**src/rtl/lens_cmd_sequencer.sv**
```systemverilog
// lens_cmd_sequencer: lens command front-end producing start/clear pulses with settle hold-off (optional idle auto-clear via LENS_AUTO_CLEAR_EN)
module lens_cmd_sequencer #(
  parameter int PULSE_LEN = 2,
  parameter int SETTLE_CYCLES = 10860050,
  parameter int CNT_W = 24,
  parameter int AUTO_CLEAR_CYCLES = 16000000
) (
  input  logic       clk,
  input  logic       rst,
  input  logic       cmd_valid,
  input  logic [2:0] cmd_code,
  output logic       cmd_ready,
  output logic       l_start,
  output logic       r_start,
  output logic       l_clear,
  output logic       r_clear,
  output logic       busy,
  output logic       l_dark,
  output logic       r_dark,
  output logic       cmd_err
);
  typedef enum logic [1:0] {IDLE, PULSE, SETTLE} state_t;
  state_t state, state_n;
  logic [CNT_W-1:0] cnt, cnt_n;
  logic [3:0] pls, pls_n;
  logic l_dark_n, r_dark_n, accept, auto_go, l_tgt, r_tgt, l_act, r_act;
  logic [2:0] code;
  assign accept = cmd_valid && cmd_ready;
`ifdef LENS_AUTO_CLEAR_EN
  logic [CNT_W-1:0] idle_cnt;
  assign auto_go = state == IDLE && cmd_ready && (l_dark || r_dark) &&
                   idle_cnt == CNT_W'(AUTO_CLEAR_CYCLES - 1);
  always_ff @(posedge clk)
    if (rst || state != IDLE || !cmd_ready || accept || auto_go || !(l_dark || r_dark)) idle_cnt <= '0;
    else idle_cnt <= idle_cnt + 1'b1;
`else
  assign auto_go = 1'b0;
`endif
  // an auto-clear is an internal clear-both; an external accept always takes priority
  assign code  = accept ? cmd_code : 3'b110;
  assign l_tgt = code == 3'b111 ? !l_dark : code inside {3'b001, 3'b011} ? 1'b1 :
                 code inside {3'b100, 3'b110} ? 1'b0 : l_dark;
  assign r_tgt = code == 3'b111 ? !r_dark : code inside {3'b010, 3'b011} ? 1'b1 :
                 code inside {3'b101, 3'b110} ? 1'b0 : r_dark;
  assign l_act = (accept || auto_go) && l_tgt != l_dark;
  assign r_act = (accept || auto_go) && r_tgt != r_dark;
  assign {l_start, r_start, l_clear, r_clear} = pls;
  always_comb begin
    state_n  = state;
    cnt_n    = cnt;
    pls_n    = pls;
    l_dark_n = l_dark;
    r_dark_n = r_dark;
    if (state == IDLE) begin
      if (l_act || r_act) begin
        state_n  = PULSE;
        cnt_n    = '0;
        pls_n    = {l_act && l_tgt, r_act && r_tgt, l_act && !l_tgt, r_act && !r_tgt};
        l_dark_n = l_tgt;
        r_dark_n = r_tgt;
      end
    end else if (cnt == CNT_W'(state == PULSE ? PULSE_LEN - 1 : SETTLE_CYCLES - 1)) begin
      state_n = state == PULSE ? SETTLE : IDLE;
      cnt_n   = '0;
      pls_n   = '0;
    end else cnt_n = cnt + 1'b1;
  end
  always_ff @(posedge clk)
    if (rst) begin
      state     <= IDLE;
      cnt       <= '0;
      pls       <= '0;
      l_dark    <= 1'b0;
      r_dark    <= 1'b0;
      cmd_err   <= 1'b0;
      cmd_ready <= 1'b0;
      busy      <= 1'b0;
    end else begin
      state     <= state_n;
      cnt       <= cnt_n;
      pls       <= pls_n;
      l_dark    <= l_dark_n;
      r_dark    <= r_dark_n;
      cmd_err   <= accept && cmd_code == 3'b000;
      cmd_ready <= state_n == IDLE;
      busy      <= state_n != IDLE;
    end
endmodule

```
**config.mk**
```make
export PLATFORM = sky130hd
export DESIGN_NAME = lens_cmd_sequencer
export DESIGN_NICKNAME = d
export VERILOG_FILES = /design/src/rtl/lens_cmd_sequencer.sv
export SDC_FILE = /design/constraint.sdc
export NUM_CORES = 1
export LEC_CHECK = 0
export BUFFER_PORTS_ARGS = -buffer_cell sky130_fd_sc_hd__buf_4
export CAP_MARGIN = 40
export CORE_MARGIN = 5
export CORE_UTILIZATION = 52
export CTS_CLUSTER_SIZE = 24
export DETAILED_ROUTE_END_ITERATION = 7
export PLACE_DENSITY = 0.77
export SYNTH_ARGS = -nofsm -noshare
export SYNTH_HDL_FRONTEND = slang
export SYNTH_SLANG_ARGS = --single-unit
```
**constraint.sdc**
```tcl
create_clock -name clk -period 4.6 [get_ports clk]
set_input_delay 0.46 -clock clk [delete_from_list [all_inputs] [get_ports clk]]
set_output_delay 0.46 -clock clk [all_outputs]
set_load 0.02 [all_outputs]
```
# Word-level counts from Yosys, hierarchy flattened
# Cells that the tools add are included.
word_totals:
  regBits: 35
  inputBits: 6
  output_inout_bits: 9
  word_cells: 63
classes:
  addsub: 1
  eq_ne: 12
  n_mux: 18
  n_reduce_logical: 24
ops:
  columns: ["operator", "count"]
  rows:
  - ["24-bit 2-to-1 mux", 4]
  - ["24-bit by 1-bit adder with 24-bit output, second input constant", 1]
  - ["24-bit equality test", 1]
  - ["3-bit equality test, second input constant", 4]
  - ["4-bit 2-to-1 mux", 3]
  - ["2-bit nonzero test", 6]
  - ["1-bit logical AND", 8]
  - ["2-bit 2-to-1 mux", 4]
  - ["3-bit by 2-bit equality test with 1-bit output, second input constant", 2]
  - ["1-bit 2-to-1 mux", 6]
  - ["1-bit zero test", 4]
  - ["2-bit zero test", 2]
  - ["2-bit AND reduction", 2]
  - ["3-bit by 1-bit equality test with 1-bit output, second input constant", 1]
  - ["3-bit zero test", 1]
  - ["3-bit 2-to-1 mux", 1]
  - ["2-bit by 1-bit equality test with 1-bit output, second input constant", 1]
  - ["1-bit inequality test", 2]
  - ["2-bit by 1-bit inequality test with 1-bit output, second input constant", 1]
  - ["1-bit logical OR", 1]

# Longest topological paths before layout
logic_depth:
  ltp_word: 13
  mapped_depth: 8
  depth_no_buf: 7

# Least setup slack after synthesis
# OpenSTA, ideal clock, no wires.
synth_timing:
  kind: "reg2reg"
  from: "register l_dark"
  to: "register cnt[18]"
  setup_ps: 127
  arrival_ps: 1801
  required_time_ps: 4473
  path_slack_ps: 2672
  stages_incl_launch_ff: 7
  path_buffers: 1
  cell_sequence: "dfxtp_1 > mux2_2 > a211oi_1 > nor2_1 > clkbuf_1 > a22oi_1 > o31ai_1"
synth_between:
  elab_chain_cells: 7
synth_lines:
  columns: ["element", "line", "rtl"]
  rows:
  - ["from (decl)", "18", "output logic l_dark,"]
  - ["from (signal assigned)", "82", "l_dark <= l_dark_n;"]
  - ["1-bit 2-to-1 mux", "42", "code inside {3'b100, 3'b110} ? 1'b0 : l_dark;"]
  - ["1-bit 2-to-1 mux (2 in a row)", "41", "assign l_tgt = code == 3'b111 ? !l_dark : code inside {3'b001, 3'b011} ? 1'b1 :"]
  - ["1-bit inequality test *", "45", "assign l_act = (accept || auto_go) && l_tgt != l_dark;"]
  - ["1-bit logical AND *", "45", null]
  - ["1-bit logical OR *", "55", "if (l_act || r_act) begin"]
  - ["2-bit by 1-bit inequality test with 1-bit output (no source line) *", null, null]
  - ["to (signal assigned)", "80", "cnt <= cnt_n;"]
  - ["to (decl)", "24", "logic [CNT_W-1:0] cnt, cnt_n;"]
# Every way passes the cells marked *; elsewhere a longest branch is shown, timed or not.
# A chain may end at the register's enable or synchronous reset.

# Worst setup path after layout
layout_timing:
  from: "register cnt[9]"
  to: "register cnt[20]"
layout_between:
  elab_chain_cells: 3
layout_lines:
  columns: ["element", "line", "rtl"]
  rows:
  - ["24-bit by 1-bit adder with 24-bit output or 24-bit equality test (tied branches)", "66, 62", null]
  - ["24-bit 2-to-1 mux *", "62", "end else if (cnt == CNT_W'(state == PULSE ? PULSE_LEN - 1 : SETTLE_CYCLES - 1)) begin"]
  - ["24-bit 2-to-1 mux *", "54", "if (state == IDLE) begin"]
# Marks and branches as above.

==> results_dict.tcl <==
set metrics [dict create \
    setup_viol 0 \
    power_frac_clock 0.360 \
    final_cell_mix "35 x dfxtp_1, 23 x nor2_1, 20 x nand2_1, 14 x inv_1, 14 x buf_4" \
    routed-via-count 1883 \
    cpPeakStageDelay_ns 0.66 \
    drv_cap 0 \
    grt_pass1_vias 1702 \
    port_buffers 14 \
    rsz0062_at_grt "false" \
    cts.repair.resized 0 \
    synth_area_leader_cell "dfxtp_1" \
    grt_max_degree 24 \
    std_cell_rows 22 \
    synthesis.area_mm2 0.00199 \
    cp-end-kind "register" \
    skew_ns 0.00401 \
    cts_root_buf "clkbuf_8" \
    routedWlPerCell_um 15.9 \
    yosysUniqueCellTypes 53 \
    worst_pin_slew_ns 0.789 \
    layout_commonest_cell "dfxtp_1" \
    cts_hold_buf 0 \
    powerDensity_mw_per_mm2 271 \
    htree_levels 2 \
    cts_buffers 5 \
    synth_top_cell_area_share 0.353 \
    hold_class "primary input to register" \
    p_int_mw 0.439 \
    slew_viol_final 0 \
    ys_async_sr_fraction 0 \
    syn_to_final_growth_pct 10.1 \
    grt.total_usage 0.193 \
    power_mw 0.594 \
    die_h_um 71.8 \
    p_switching_mw 0.155 \
    p_leak_nw 0.717 \
    cp_cell_sequence "nand2_1 > or4_4 > a211oi_4 > nor2_2 > a211o_1" \
    syn-num-nets 254 \
    routed_wl_um 4840 \
    drt.antenna.violating_nets 0 \
    status "completed" \
    overflow 0 \
    core-area_mm2 0.00369 \
    die-area_mm2 0.00516 \
    r2r_slack_ns 2.23 \
    cts_tree "yes" \
    gp_congestion 0.876 \
    ys_top_cells_by_area "dfxtp_1 35%, nor2_1 4.3%, nand2_1 3.8%" \
    first_iter_violations 181 \
    slowest_stage "a211oi_4" \
    die_w_um 71.8 \
    whs_ns 0.406 \
    ys_seq_area_frac 0.353 \
    critical_path_class "register to register" \
    antenna_found_initial 0 \
    drive_gt1_frac 0.171 \
    synth_top_flop_cell "dfxtp_1" \
    cp-start-kind "register" \
    syn_area_per_cell_um2 8.08 \
    slew-limit-headroom 0.469 \
    finalSetupTns_ns 0 \
    synth_edf_count 0 \
    stdcell_count 305 \
    cts.path.max_buffers 2 \
    switching_share 0.261 \
    yosysWarningCount 0 \
    clock.fmax_ghz 0.421 \
    io_pins 15 \
    drcViolationCount 0 \
    vias_per_cell 6.17 \
    grt_pass1_wl_um 8060 \
    post-route-period-util 0.516 \
    initial_core_util 0.539 \
    antenna_cells 0 \
    syn_inst 246 \
    arrival_ns 2.55 \
    pwr-share-comb 0.114 \
    final_area_mm2 0.00219 \
    layout_min_cycle_time_ns 2.37 \
    pwr-share-seq 0.526 \
    cts_sinks 35 \
    placed_cell_area_mm2 0.00210 \
    hpwl_um 3450 \
    fin_nets 264 \
    cts_setup_buffers 0 \
    dp.cells 296 \
    path_clk_slew_ns 0.07 \
    clk_latency_ns 0.29 \
    required_ns 4.77 \
    synth-seq-cells 35 \
    irDropWorstVdd_mv 0.260 \
    hold_violations 0 \
    dr.pass1.iters 5 \
    crit_fanout 15 \
]
[cells in the mapped netlist, types with 2 or more instances]
cell and number:
dfxtp_1 35, nor2_1 23, nand2_1 20, inv_1 14
nand3_1 13, nor3_1 12, nand4_1 11, a21oi_1 10
o21ai_0 10, clkbuf_1 8, a31oi_1 7, nor4_1 7
or4_2 6, a22oi_1 4, a32o_1 4, buf_2 3
nand3b_1 3, nor2b_1 3, nor3b_1 3, or2_2 3
xnor2_1 3, xor2_1 3, a2111oi_0 2, a211o_1 2
a211o_2 2, a211oi_1 2, a211oi_4 2, and3_1 2
ha_1 2, mux2i_1 2, nand2b_1 2, o31ai_1 2
[per-stage QoR]
step / setup WS, ns / utilization
5_1_grt: 2.00 / 0.593
3_5_place_dp: 2.25 / 0.569
2_1_floorplan: 2.67 / -
6_report: 2.23 / 0.593
3_3_place_gp: 2.27 / 0.566
4_1_cts: 2.24 / 0.591
[critical path, delay by kind of cell, from the launching register on]
kind | cells | cell delay [ns]
compound gates | 2 | 0.95
simple gates | 3 | 0.81
flops | 1 | 0.50
[routing by layer]
layer / vias up / global-route usage / share of wire
met3: 7 / 0.0435 / 0.072
li1: 934 / - / -
met4: 0 / 0.0626 / 0.013
met1: 876 / 0.266 / 0.44
met5: - / 0 / 0
met2: 66 / 0.298 / 0.48
[power by group through the flow]
stage	combinational, mW	clock (mW)	sequential (mW)
final	0.0676	0.214	0.312
after global routing	0.0741	0.234	0.313
after CTS	0.0672	0.219	0.312
after detailed placement	0.0671	0	0.319
after global placement	0.0645	0	0.319
after floorplan	0.0429	0	0.322
[layout make-up]
class / instances / area, um2
inverter: 14 / 52.6
multi-input combinational: 184 / 1170
clock buffer: 7 / 76.3
tap: 48 / 60.1
fill: 349 / 1500
clock inverter: 1 / 5.00
timing repair buffer: 16 / 124
sequential: 35 / 701
[cell families after synthesis]
group | after synthesis | synth area share
flops | 35 | 0.353
simple gates | 117 | 0.324
xor+xnor | 6 | 0.0265
compound gates | 56 | 0.210
mux | 3 | 0.0157
fa+ha+maj | 2 | 0.0126
buf+inv | 27 | 0.0586
[sequential cells by signal, indices dropped and copies added, names as in the netlist]
register   count
cnt           24
pls            4
state          2
busy           1
cmd_err        1
cmd_ready      1
l_dark         1
r_dark         1
[worst paths after layout]
| path | from | end | cells after the start |
|---|---|---|---|
| min reg2reg | pls[1] | pls[1] | 1 |
| max | cnt[9] | cnt[20] | 5 |
| min | cmd_code[2] | cmd_err | 2 |
| max reg2reg | cnt[9] | cnt[20] | 5 |
Note: power is estimated with default switching activity, not from simulation.
